[src/rtl/join_pkg.sv]
`default_nettype none
// ============================================================================
// Module   : join_pkg
// Brief    : Shared FSM state type and legal parameter bounds for join_n.
// Revision : 1.0
// ============================================================================
package join_pkg;

  typedef enum logic [1:0] {
    ST_IDLE = 2'd0,
    ST_REQ  = 2'd1,
    ST_ACK  = 2'd2,
    ST_RTZ  = 2'd3
  } join_state_e;

  localparam int c_num_in_min = 2;
  localparam int c_num_in_max = 16;
  localparam int c_data_w_min = 1;
  localparam int c_data_w_max = 64;
  localparam int c_cnt_w_min  = 1;

  function automatic logic in_range(input int v, input int lo, input int hi);
    return (v >= lo) && (v <= hi);
  endfunction

endpackage
`default_nettype wire

[src/rtl/join_slot.sv]
`default_nettype none
// ============================================================================
// Module   : join_slot
// Brief    : One input channel of the join: arrival flag plus captured payload.
// Revision : 1.0
// ============================================================================
module join_slot #(
  parameter int DATA_W = 8
) (
  input  logic              clk_i,
  input  logic              rst_ni,
  input  logic              i_open,
  input  logic              i_clear,
  input  logic              i_req,
  input  logic [DATA_W-1:0] i_data,
  output logic              o_arr,
  output logic [DATA_W-1:0] o_data
);

  logic              r_arr;
  logic [DATA_W-1:0] r_data;

  // Payload is latched once on arrival and held until the join completes.
  always_ff @(posedge clk_i or negedge rst_ni) begin
    if (!rst_ni) begin
      r_arr  <= 1'b0;
      r_data <= '0;
    end else if (i_clear) begin
      r_arr  <= 1'b0;
    end else if (i_open && i_req && !r_arr) begin
      r_arr  <= 1'b1;
      r_data <= i_data;
    end
  end

  assign o_arr  = r_arr;
  // A channel arriving on the completing edge contributes its live payload.
  assign o_data = r_arr ? r_data : i_data;

endmodule
`default_nettype wire

[src/rtl/join_n.sv]
`default_nettype none
// ============================================================================
// Module   : join_n
// Brief    : N-way four-phase handshake join with payload capture and checks.
// Revision : 1.0
// ============================================================================
module join_n
  import join_pkg::*;
#(
  parameter int NUM_IN = 2,
  parameter int DATA_W = 8,
  parameter int CNT_W  = 8
) (
  input  logic                     clk_i,
  input  logic                     rst_ni,
  input  logic [NUM_IN-1:0]        req_in_i,
  input  logic [NUM_IN*DATA_W-1:0] data_in_i,
  output logic [NUM_IN-1:0]        ack_in_o,
  output logic                     req_out_o,
  output logic [NUM_IN*DATA_W-1:0] data_out_o,
  input  logic                     ack_out_i,
  output logic                     err_o,
  output logic [CNT_W-1:0]         txn_cnt_o
);

  if (!in_range(NUM_IN, c_num_in_min, c_num_in_max)) begin : g_bad_num_in
    $error("join_n: NUM_IN out of legal range");
  end
  if (!in_range(DATA_W, c_data_w_min, c_data_w_max)) begin : g_bad_data_w
    $error("join_n: DATA_W out of legal range");
  end
  if (CNT_W < c_cnt_w_min) begin : g_bad_cnt_w
    $error("join_n: CNT_W out of legal range");
  end

  join_state_e                r_state,    w_state_nxt;
  logic                       r_req_out,  w_req_out_nxt;
  logic [NUM_IN-1:0]          r_ack_in,   w_ack_in_nxt;
  logic [NUM_IN*DATA_W-1:0]   r_data_out, w_data_out_nxt;
  logic                       r_err,      w_err_nxt;
  logic [CNT_W-1:0]           r_cnt,      w_cnt_nxt;

  logic [NUM_IN-1:0]          w_arr;
  logic [NUM_IN*DATA_W-1:0]   w_join_data;
  logic                       w_open;
  logic                       w_clear;

  assign w_open  = (r_state == ST_IDLE);
  assign w_clear = (r_state == ST_RTZ) && !ack_out_i;

  for (genvar k = 0; k < NUM_IN; k++) begin : g_slot
    join_slot #(
      .DATA_W (DATA_W)
    ) u_slot (
      .clk_i   (clk_i),
      .rst_ni  (rst_ni),
      .i_open  (w_open),
      .i_clear (w_clear),
      .i_req   (req_in_i[k]),
      .i_data  (data_in_i[k*DATA_W +: DATA_W]),
      .o_arr   (w_arr[k]),
      .o_data  (w_join_data[k*DATA_W +: DATA_W])
    );
  end

  always_ff @(posedge clk_i or negedge rst_ni) begin
    if (!rst_ni) begin
      r_state    <= ST_IDLE;
      r_req_out  <= 1'b0;
      r_ack_in   <= '0;
      r_data_out <= '0;
      r_err      <= 1'b0;
      r_cnt      <= '0;
    end else begin
      r_state    <= w_state_nxt;
      r_req_out  <= w_req_out_nxt;
      r_ack_in   <= w_ack_in_nxt;
      r_data_out <= w_data_out_nxt;
      r_err      <= w_err_nxt;
      r_cnt      <= w_cnt_nxt;
    end
  end

  always_comb begin
    w_state_nxt    = r_state;
    w_req_out_nxt  = r_req_out;
    w_ack_in_nxt   = r_ack_in;
    w_data_out_nxt = r_data_out;
    w_err_nxt      = r_err;
    w_cnt_nxt      = r_cnt;
    case (r_state)
      ST_IDLE: begin
        // Withdrawn request or a stray downstream ack are both violations.
        if ((|(w_arr & ~req_in_i)) || ack_out_i) begin
          w_err_nxt = 1'b1;
        end
        if (&(w_arr | req_in_i)) begin
          w_state_nxt    = ST_REQ;
          w_req_out_nxt  = 1'b1;
          w_data_out_nxt = w_join_data;
        end
      end
      ST_REQ: begin
        if (!(&req_in_i)) begin
          w_err_nxt = 1'b1;
        end
        if (ack_out_i) begin
          w_state_nxt  = ST_ACK;
          w_ack_in_nxt = '1;
        end
      end
      ST_ACK: begin
        if (req_in_i == '0) begin
          w_state_nxt   = ST_RTZ;
          w_req_out_nxt = 1'b0;
        end
      end
      ST_RTZ: begin
        if (!ack_out_i) begin
          w_state_nxt  = ST_IDLE;
          w_ack_in_nxt = '0;
          w_cnt_nxt    = r_cnt + CNT_W'(1);
        end
      end
      default: begin
        w_state_nxt = ST_IDLE;
      end
    endcase
  end

  assign req_out_o  = r_req_out;
  assign ack_in_o   = r_ack_in;
  assign data_out_o = r_data_out;
  assign err_o      = r_err;
  assign txn_cnt_o  = r_cnt;

endmodule
`default_nettype wire

[config.mk]
export PLATFORM = sky130hd
export DESIGN_NAME = join_n
export DESIGN_NICKNAME = d
export VERILOG_FILES = /design/src/rtl/join_pkg.sv /design/src/rtl/join_slot.sv /design/src/rtl/join_n.sv
export SDC_FILE = /design/constraint.sdc
export NUM_CORES = 1
export LEC_CHECK = 0
export ABC_CLOCK_PERIOD_IN_PS = 2070
export BUFFER_PORTS_ARGS = -buffer_cell sky130_fd_sc_hd__buf_2
export CORE_UTILIZATION = 39
export CTS_CLUSTER_SIZE = 8
export DETAILED_ROUTE_END_ITERATION = 8
export GPL_TIMING_DRIVEN = 0
export SKIP_LAST_GASP = 1
export SYNTH_ARGS = -nofsm -noshare
export SYNTH_HDL_FRONTEND = slang
export SYNTH_SLANG_ARGS = --single-unit
[constraint.sdc]
create_clock -name clk_i -period 2.07 [get_ports clk_i]
set_input_delay 0.414 -clock clk_i [delete_from_list [all_inputs] [get_ports clk_i]]
set_output_delay 0.414 -clock clk_i [all_outputs]
set_load 0.1 [all_outputs]
Yosys cells after proc, flatten, opt, wreduce, memory -nomap -nowiden

Index checks and enable logic that the tools add are counted.

Add/sub/neg operators: 1
Reductions and logical operators: 27
$mul: 0
Div/mod/pow operators: 0
Muxes and demuxes: 19
Order comparisons: 0
Equal/unequal tests: 9
Bitwise logic cells: 5
Shift-type cells: 0

Operator list:

| kind                                                             | number |
|---|---|
| 8-bit two-way mux                                                | 2 |
| 2-bit inequality test (second input constant)                    | 6 |
| 3-bit AND reduction                                              | 4 |
| 2-bit two-way mux                                                | 5 |
| 2-bit AND reduction                                              | 5 |
| 2-bit nonzero test                                               | 5 |
| 8-bit by 1-bit adder with 8-bit output (second input constant)   | 1 |
| 1-bit two-way mux                                                | 8 |
| 2-bit case mux with 4 select lines                               | 1 |
| 1-bit logical AND                                                | 5 |
| 2-bit == test (second input constant)                            | 2 |
| 2-bit logical NOT                                                | 2 |
| 1-bit case mux with 2 select lines                               | 2 |
| 2-bit case mux with 2 select lines                               | 1 |
| 4-bit AND reduction                                              | 1 |
| 1-bit logical NOT                                                | 3 |
| 2-bit bitwise AND                                                | 1 |
| 2-bit by 1-bit == test with 1-bit output (second input constant) | 1 |
| 1-bit inverter                                                   | 2 |
| 2-bit inverter                                                   | 1 |
| 2-bit bitwise OR                                                 | 1 |
| 2-bit OR reduction                                               | 1 |
| 1-bit logical OR                                                 | 1 |

RAM bits: 0
Latch bits: 0
Logic and storage cells: 71
Register bits after elaboration: 48
Memories kept: 0
Input bits: 21
Memory bits (read-only): 0

Depth between registers and ports, before layout

Gate-level depths: netlist of the first run.

Depth after elaboration: 6
Depth in mapped cells: 6
Depth with buffers taken out: 5

By module

From an unflattened synthesis of the first run, not the netlist that was laid out.

Cell total of the unflattened synthesis: 154
Area, all modules: 2255.9 um2

Modules (own cells, without submodules):

| module    | area each (um2) | cells an instance | sequential area each (um2) | instances |
|---|---|---|---|---|
| join_n    | 1332.5          | 94                | 725.7                      | 1 |
| join_slot | 461.7           | 30                | 225.2                      | 2 |

Worst setup path after synthesis of the first run

OpenSTA, ideal clock, no wires.

Path type: register to output
Start: register ack_in_o[0] (netlist name)
End: output ack_in_o[1]
Cell stages (with the launch flop): 2
Setup slack: 0.305 ns
Data required time: 1.656 ns
Data arrival time: 1.351 ns
Path through: dfrtp_1 buf_4

RTL lines:

| item          | line         | source |
|---|---|---|
| end, declared | join_n.sv:18 | `output logic [NUM_IN-1:0] ack_in_o,` |

Worst setup path after layout of the first run

Start: register r_state[0]
End: register g_slot[1].u_slot.r_data[2]

Longest elaborated chain between the ends: 4

Ends and longest elaborated chain:

| item                                                          | line                          | source |
|---|---|---|
| start, declared                                               | join_n.sv:36                  | `join_state_e r_state, w_state_nxt;` |
| start signal, assigned                                        | join_n.sv:75                  | `r_state <= w_state_nxt;` |
| 2-bit == test or 2-bit logical NOT (tied branches)            | join_n.sv:49, join_n.sv:48    |  |
| 1-bit logical AND (on tied branches)                          | join_n.sv:49, join_slot.sv:30 |  |
| 1-bit inverter (no line) or 1-bit logical AND (tied branches) | -                             |  |
| 2-bit AND reduction (no line) *                               | -                             |  |
| end signal, assigned                                          | join_slot.sv:32               | `r_data <= i_data;` |
| end, declared                                                 | join_slot.sv:21               | `logic [DATA_W-1:0] r_data;` |

Every way passes the cells marked *; elsewhere a longest branch is shown, timed or not.
A chain may end at the register's enable or synchronous reset.

==> results of run 1 <==
-- routing by layer --
metal	GRT usage (%)	share of wire (%)	vias to the layer above
li1	-	-	713
met5	0	0	-
met1	18.70	46	697
met4	7.407	1.8	0
met2	25.30	46	33
met3	4.497	5.8	7
-- flip-flops by register name, summed over array words and instances, names as in the netlist --
name	cells
req_out_o	1
g_slot.u_slot.o_arr	2
r_state	2
g_slot.u_slot.r_data	16
data_out_o	16
txn_cnt_o	8
ack_in_o	1
err_o	1
-- metrics by stage --
stage	std cells	setup slack [ps]	hold WS, ps
final	299	214.3	294.0
after floorplan	173	304.6	118.4
after global placement	291	238.0	456.2
after CTS	299	218.1	329.5
after detailed placement	291	225.0	456.8
after global routing	299	96.53	341.5
-- cells in the mapped netlist (all sizes together), types with 4 or more instances --
cell / count
mux2i: 17
buf: 4
nor2: 4
dfrtp: 47
o21ai: 19
ha: 6
mux2: 19
nand4: 4
nand2: 21
xnor2: 6
-- worst max path at each step --
stage	endpoint	slack [ps]	cells past startpoint
global route	g_slot[0].u_slot.r_data[3]$_DFFE_PN0P_	100	5
global placement	g_slot[1].u_slot.r_data[4]$_DFFE_PN0P_	240	5
CTS	g_slot[0].u_slot.r_data[1]$_DFFE_PN0P_	220	5
detailed placement	g_slot[0].u_slot.r_data[3]$_DFFE_PN0P_	230	5
finish	g_slot[1].u_slot.r_data[2]$_DFFE_PN0P_	210	5
floorplan	ack_in_o[1]	300	1
-- logic make-up (layout without fill, tap and decap cells) --
logic type      after synthesis  in the layout  synth area share [%]
mux                          36             36                 18.15
compound gates               27             27                 7.392
fa+ha+maj                     6              6                 3.548
simple gates                 40             40                 9.994
flops                        47             47                 55.59
buf+inv                      10             66                 2.425
xor+xnor                      7              7                 2.898
-- worst reg2reg max path: stages, from the launching register on --
cell     delay [ps]
dfrtp_1         410
inv_1           140
ha_1            310
nand2_1         130
nor3_4          370
mux2_2          380
-- layout make-up --
class / instances / area (sq um) / share of cell area (%)
clock inverter: 1 / 7.507 / 0.2947
clock buffer: 7 / 96.34 / 3.782
sequential: 47 / 1176 / 46.17
buffer: 7 / 40.04 / 1.572
tap: 70 / 87.58 / 3.438
inverter: 3 / 11.26 / 0.4420
timing repair buffer: 48 / 240.2 / 9.430
multi-input combinational: 116 / 888.4 / 34.87
==> impl_results.md, run 1 <==
- Status: finished, final reports clean
- FF-to-FF path depth: 5
- Gr ovfl total: 0
- Total negative setup slack: 0 ps
- Core footprint: slightly above 0.005 sq mm
- CP Data Required Time: 2260 ps
- Die Height: around 76 microns
- Ys Warns: 0
- Root Buffer: clkbuf_8
- Placed Area: 0.002444 sq mm
- Pin count of the biggest net entering global routing: 48
- Commonest non-fill, non-tap cell in the layout: buf_2
- Number of hold buffers added after cts: 0
- Syn nets: 200
- Post-cts sizing count: 0
- Most frequent cells in the layout: buf_2, dfrtp_1, nand2_1
- Vias: around 1500
- Sink Count: 47
- Finished Core Util: roughly half
- Initial core utilization: around two fifths
- Critical path's largest stage delay: 410 ps
- Worst-Skew Late Latency: 300 ps
- Cells along the critical path: inv_1, ha_1, nand2_1, nor3_4, mux2_2
- Max cap viols: 0
- Slew @ Worst Pin: 1038 ps
- Die X: 75.66 microns
- DR WL/cell: 13.30 microns
- Reg-to-Reg Start: r_state[0]$_DFFE_PN0P_
- Final setup fails: 0
- Final Net Count: 255
- Synth Area per Inst: between 10 and 15 sq um
- Max Clock Skew: between 6 and 7 ps
- TritonCTS clock tree: done
- 1st-iter DRT viols: 83
- WP buf/inv: 1
- Cell Area, Synth: between 0.002 and 0.0025 sq mm
- Slew headroom: 30.83%
- Antenna Cells: 0
- Crit Path Class: reg2reg
- Sequential fraction of the synthesis area: 55.59%
- Vias per inst: 4.849
- Dpl hpwl: 2843 microns
- Crit end category: register
- GR Util All Layers: 15.42%
- Post-synth EDFFs: 0
- Final wirelength: 3977 microns
- Slowest cell on crit path: dfrtp_1
- Crit path max fanout: 8
- Post-synthesis cell count: 173
- Fin. Hold Viols: 0
- FF-to-FF setup slack: 210 ps
- Buffer count from post-CTS setup fixing: 0
- Synth area leader: dfrtp_1
- Tightest Hold Check Type: in2async
- Global-route wire length before repair: 6382 microns
- Port bufs: 48
- # fillers: 497
- Post-DRT Antenna Nets: 0
- Period utilization: 89.65%
- Final min period: 1856 ps
- Post-route cell area: 0.002547 sq mm
- R2R Path End: g_slot[1].u_slot.r_data[2]$_DFFE_PN0P_
- Clock-pin slew on the worst setup and hold paths: approximately 80 ps
- Crit path max-delay family: simple AND/OR/NAND/NOR gates
- # IOs: between 40 and 50
- Critical path launch point type: register
- Bufs on Longest Clock Path: 2
- Top FF cell, synth: dfrtp_1
- Number of synthesized register bits: 47
- Share of the synthesized area in the top cell type: 55.59%
- Synth-to-layout area growth: 20.40%
- Asr flop ratio synth: 100.0%
- Layout cell share with drive strength beyond 1: a little over a third
- Routability Congestion: 0.7408
- Library cells used by synthesis: 29
- CP startpoint: r_state[0]$_DFFE_PN0P_
- Data arrival, critical path: between 2000 and 2500 ps
- Vias in the first global route: about 1400
- # DRC: 0
- H-Tree Depth: 2
- CTS Buf Count: 5
- Unrepaired setup endpoints after global routing: no
- Die area: 0.005724 sq mm
- Slew Viols, Final: 0
- Initial antenna violation count: 0
- Cell row count: 26
- Peak Freq: 538.9 MHz
- Drt first pass iters: 4
- Synth area leaders: dfrtp_1, mux2_2, mux2i_1
Power of run 1 is left out: the tool's default activity adds up to more than one toggle a clock period on the data nets, which glitch-free logic cannot reach.
==> run 2, diff against run 1 <==
--- a/config.mk
+++ b/config.mk
@@ -5,12 +5,16 @@
 export SDC_FILE = /design/constraint.sdc
 export NUM_CORES = 1
 export LEC_CHECK = 0
-export ABC_CLOCK_PERIOD_IN_PS = 2070
+export ABC_CLOCK_PERIOD_IN_PS = 2100
 export BUFFER_PORTS_ARGS = -buffer_cell sky130_fd_sc_hd__buf_2
-export CORE_UTILIZATION = 39
+export CELL_PAD_IN_SITES_DETAIL_PLACEMENT = 1
+export CELL_PAD_IN_SITES_GLOBAL_PLACEMENT = 2
+export CORE_UTILIZATION = 36
+export CTS_BUF_LIST = sky130_fd_sc_hd__clkbuf_2 sky130_fd_sc_hd__clkbuf_4 sky130_fd_sc_hd__clkbuf_8
 export CTS_CLUSTER_SIZE = 8
 export DETAILED_ROUTE_END_ITERATION = 8
 export GPL_TIMING_DRIVEN = 0
+export PLACE_DENSITY_LB_ADDON = 0.1
 export SKIP_LAST_GASP = 1
 export SYNTH_ARGS = -nofsm -noshare
 export SYNTH_HDL_FRONTEND = slang
==> constraint.sdc (replaced) <==
create_clock -name clk_i -period 2.1 [get_ports clk_i]
set_input_delay 0.42 -clock clk_i [delete_from_list [all_inputs] [get_ports clk_i]]
set_output_delay 0.42 -clock clk_i [all_outputs]
set_load 0.1 [all_outputs]
==> run 2 against run 1 <==
Against the previous run:
- clock skew fell by 4.3 ps
- highest routed layer unchanged
- critical endpoint is now g_slot[1].u_slot.r_data[1]$_DFFE_PN0P_
- largest cell class unchanged
- flip-flop and latch count is the same
- critical path type unchanged
- cell area increased by 0.64%
==> impl_results.md, run 2 (same netlist as run 1, synthesis figures left out) <==
- TritonCTS clock tree: done
- Data arrival, critical path: 2070 ps
- Max Clock Skew: about 2.1 ps
- Core footprint: 0.005574 sq mm
- Reg-to-Reg Start: r_state[0]$_DFFE_PN0P_
- Dpl hpwl: 3345 microns
- FF-to-FF path depth: 5
- H-Tree Depth: 2
- Final Net Count: 255
- Die Height: 78.66 microns
- Root Buffer: clkbuf_8
- Number of hold buffers added after cts: 0
- Slew headroom: a little under a third
- Vias in the first global route: between 1500 and 2000
- FF-to-FF setup slack: 210 ps
- Crit path max fanout: 9
- Crit path to: g_slot[1].u_slot.r_data[1]$_DFFE_PN0P_
- Instance count on the critical path: 5
- Slew @ Worst Pin: 1042 ps
- Max cap viols: 0
- Finished Core Util: a little under half
- Post-DRT Antenna Nets: 0
- R2R Path End: g_slot[1].u_slot.r_data[1]$_DFFE_PN0P_
- Bufs on Longest Clock Path: 2
- Fin. Hold Viols: 0
- Vias: 1515
- Crit path max-delay family: simple AND/OR/NAND/NOR gates
- Drt first pass iters: 4
- # IOs: 49
- CP startpoint: r_state[0]$_DFFE_PN0P_
- GR Util All Layers: 16.85%
- Commonest non-fill, non-tap cell in the layout: buf_2
- Antenna Cells: 0
- Cells along the critical path: ha_1, nor2b_1, buf_6, nor3_4, mux2_2
- 1st-iter DRT viols: 39
- Final wirelength: about 4600 microns
- Gr ovfl total: 0
- Sink Count: 47
- Dpl cells: 293
- Die area: between 0.006 and 0.007 sq mm
- Unrepaired setup endpoints after global routing: no
- Post-cts sizing count: 0
- Placed Area: 0.002446 sq mm
- Cell row count: 27
- Synth-to-layout area growth: 21.17%
- Status: finished, final reports clean
- CP Data Required Time: 2280 ps
- Tightest Hold Check Type: in2async
- Crit end category: register
- WP buf/inv: 1
- Pin count of the biggest net entering global routing: 48
- Final min period: approximately 1900 ps
- Routability Congestion: between 0.7 and 0.8
- Slowest cell on crit path: nor3_4
- Critical path launch point type: register
- Critical path's largest stage delay: around 420 ps
- Port bufs: 48
- Layout cell share with drive strength beyond 1: 35.81%
- Total negative setup slack: 0 ps
- Die X: 78.66 microns
- Global-route wire length before repair: 7997 microns
- Initial core utilization: 37.96%
- Post-Layout Cell Count: 301
- Initial antenna violation count: 0
- Most frequent cells in the layout: buf_2, dfrtp_1, nand2_1
- Worst-Skew Late Latency: between 200 and 300 ps
- Clock-pin slew on the worst setup and hold paths: 80 ps
- DR WL/cell: ~15 microns
- Peak Freq: 529.1 MHz
- Final setup fails: 0
- Slew Viols, Final: 0
- # DRC: 0
- Post-route cell area: 0.002564 sq mm
- CTS Buf Count: 5
- Buffer count from post-CTS setup fixing: 0
- Vias per inst: ~5.0
- Period utilization: 90.01%
- Crit Path Class: reg2reg
## run 2: changes by cell type in the layout (fill, tap and decap cells not counted)
cell / change
bufinv_16: +1
clkbuf_8: -1
clkinv_2: +1
clkinvlp_4: -1
## run 2: worst register-to-register path, cell delays in order, from the launching register on
cell and delay [ps]:
dfrtp_1 410, ha_1 250, nor2b_1 150, buf_6 140
nor3_4 420, mux2_2 400
## run 2: worst min-delay path by stage
stage                                           from                                     end  slack (ps)  cells past startpoint
after global routing                    data_in_i[6]  g_slot[0].u_slot.r_data[6]$_DFFE_PN0P_         360                      2
after detailed placement    txn_cnt_o[7]$_DFFE_PN0P_                txn_cnt_o[7]$_DFFE_PN0P_         470                      1
after floorplan                               rst_ni                 ack_in_o[0]$_DFFE_PN0P_         120                      0
after CTS                                     rst_ni                  r_state[1]$_DFFE_PN0P_         340                      1
final                                         rst_ni                   req_out_o$_DFFE_PN0P_         300                      1
after global placement    data_out_o[11]$_DFFE_PN0P_              data_out_o[11]$_DFFE_PN0P_         460                      2
## run 2: layer usage
metal	up-vias	wire length [microns]	GRT usage, %
li1	712	-	-
met2	34	2355	28.52
met4	0	51	5.000
met1	764	1973	20.73
met3	5	249	4.767
met5	-	0	0
## run 2: cell type report
type | count | area (sq um)
Timing Repair Buffer | 48 | 240.2
Multi-Input combinational cell | 116 | 888.4
Clock buffer | 6 | 82.58
Clock inverter | 2 | 35.03
Buffer | 7 | 40.04
Inverter | 3 | 11.26
Tap cell | 72 | 90.09
Fill cell | 640 | 3010
Sequential cell | 47 | 1176
## run 2: stage by stage
step                      hold slack, ps  worst slack, ps
after detailed placement           467.4            185.4
after CTS                          338.9            170.7
final                              304.3            209.9
after global routing               359.7            79.14
after global placement             460.5            246.1
after floorplan                    124.4            328.6
Power of run 2 is left out for the same reason.
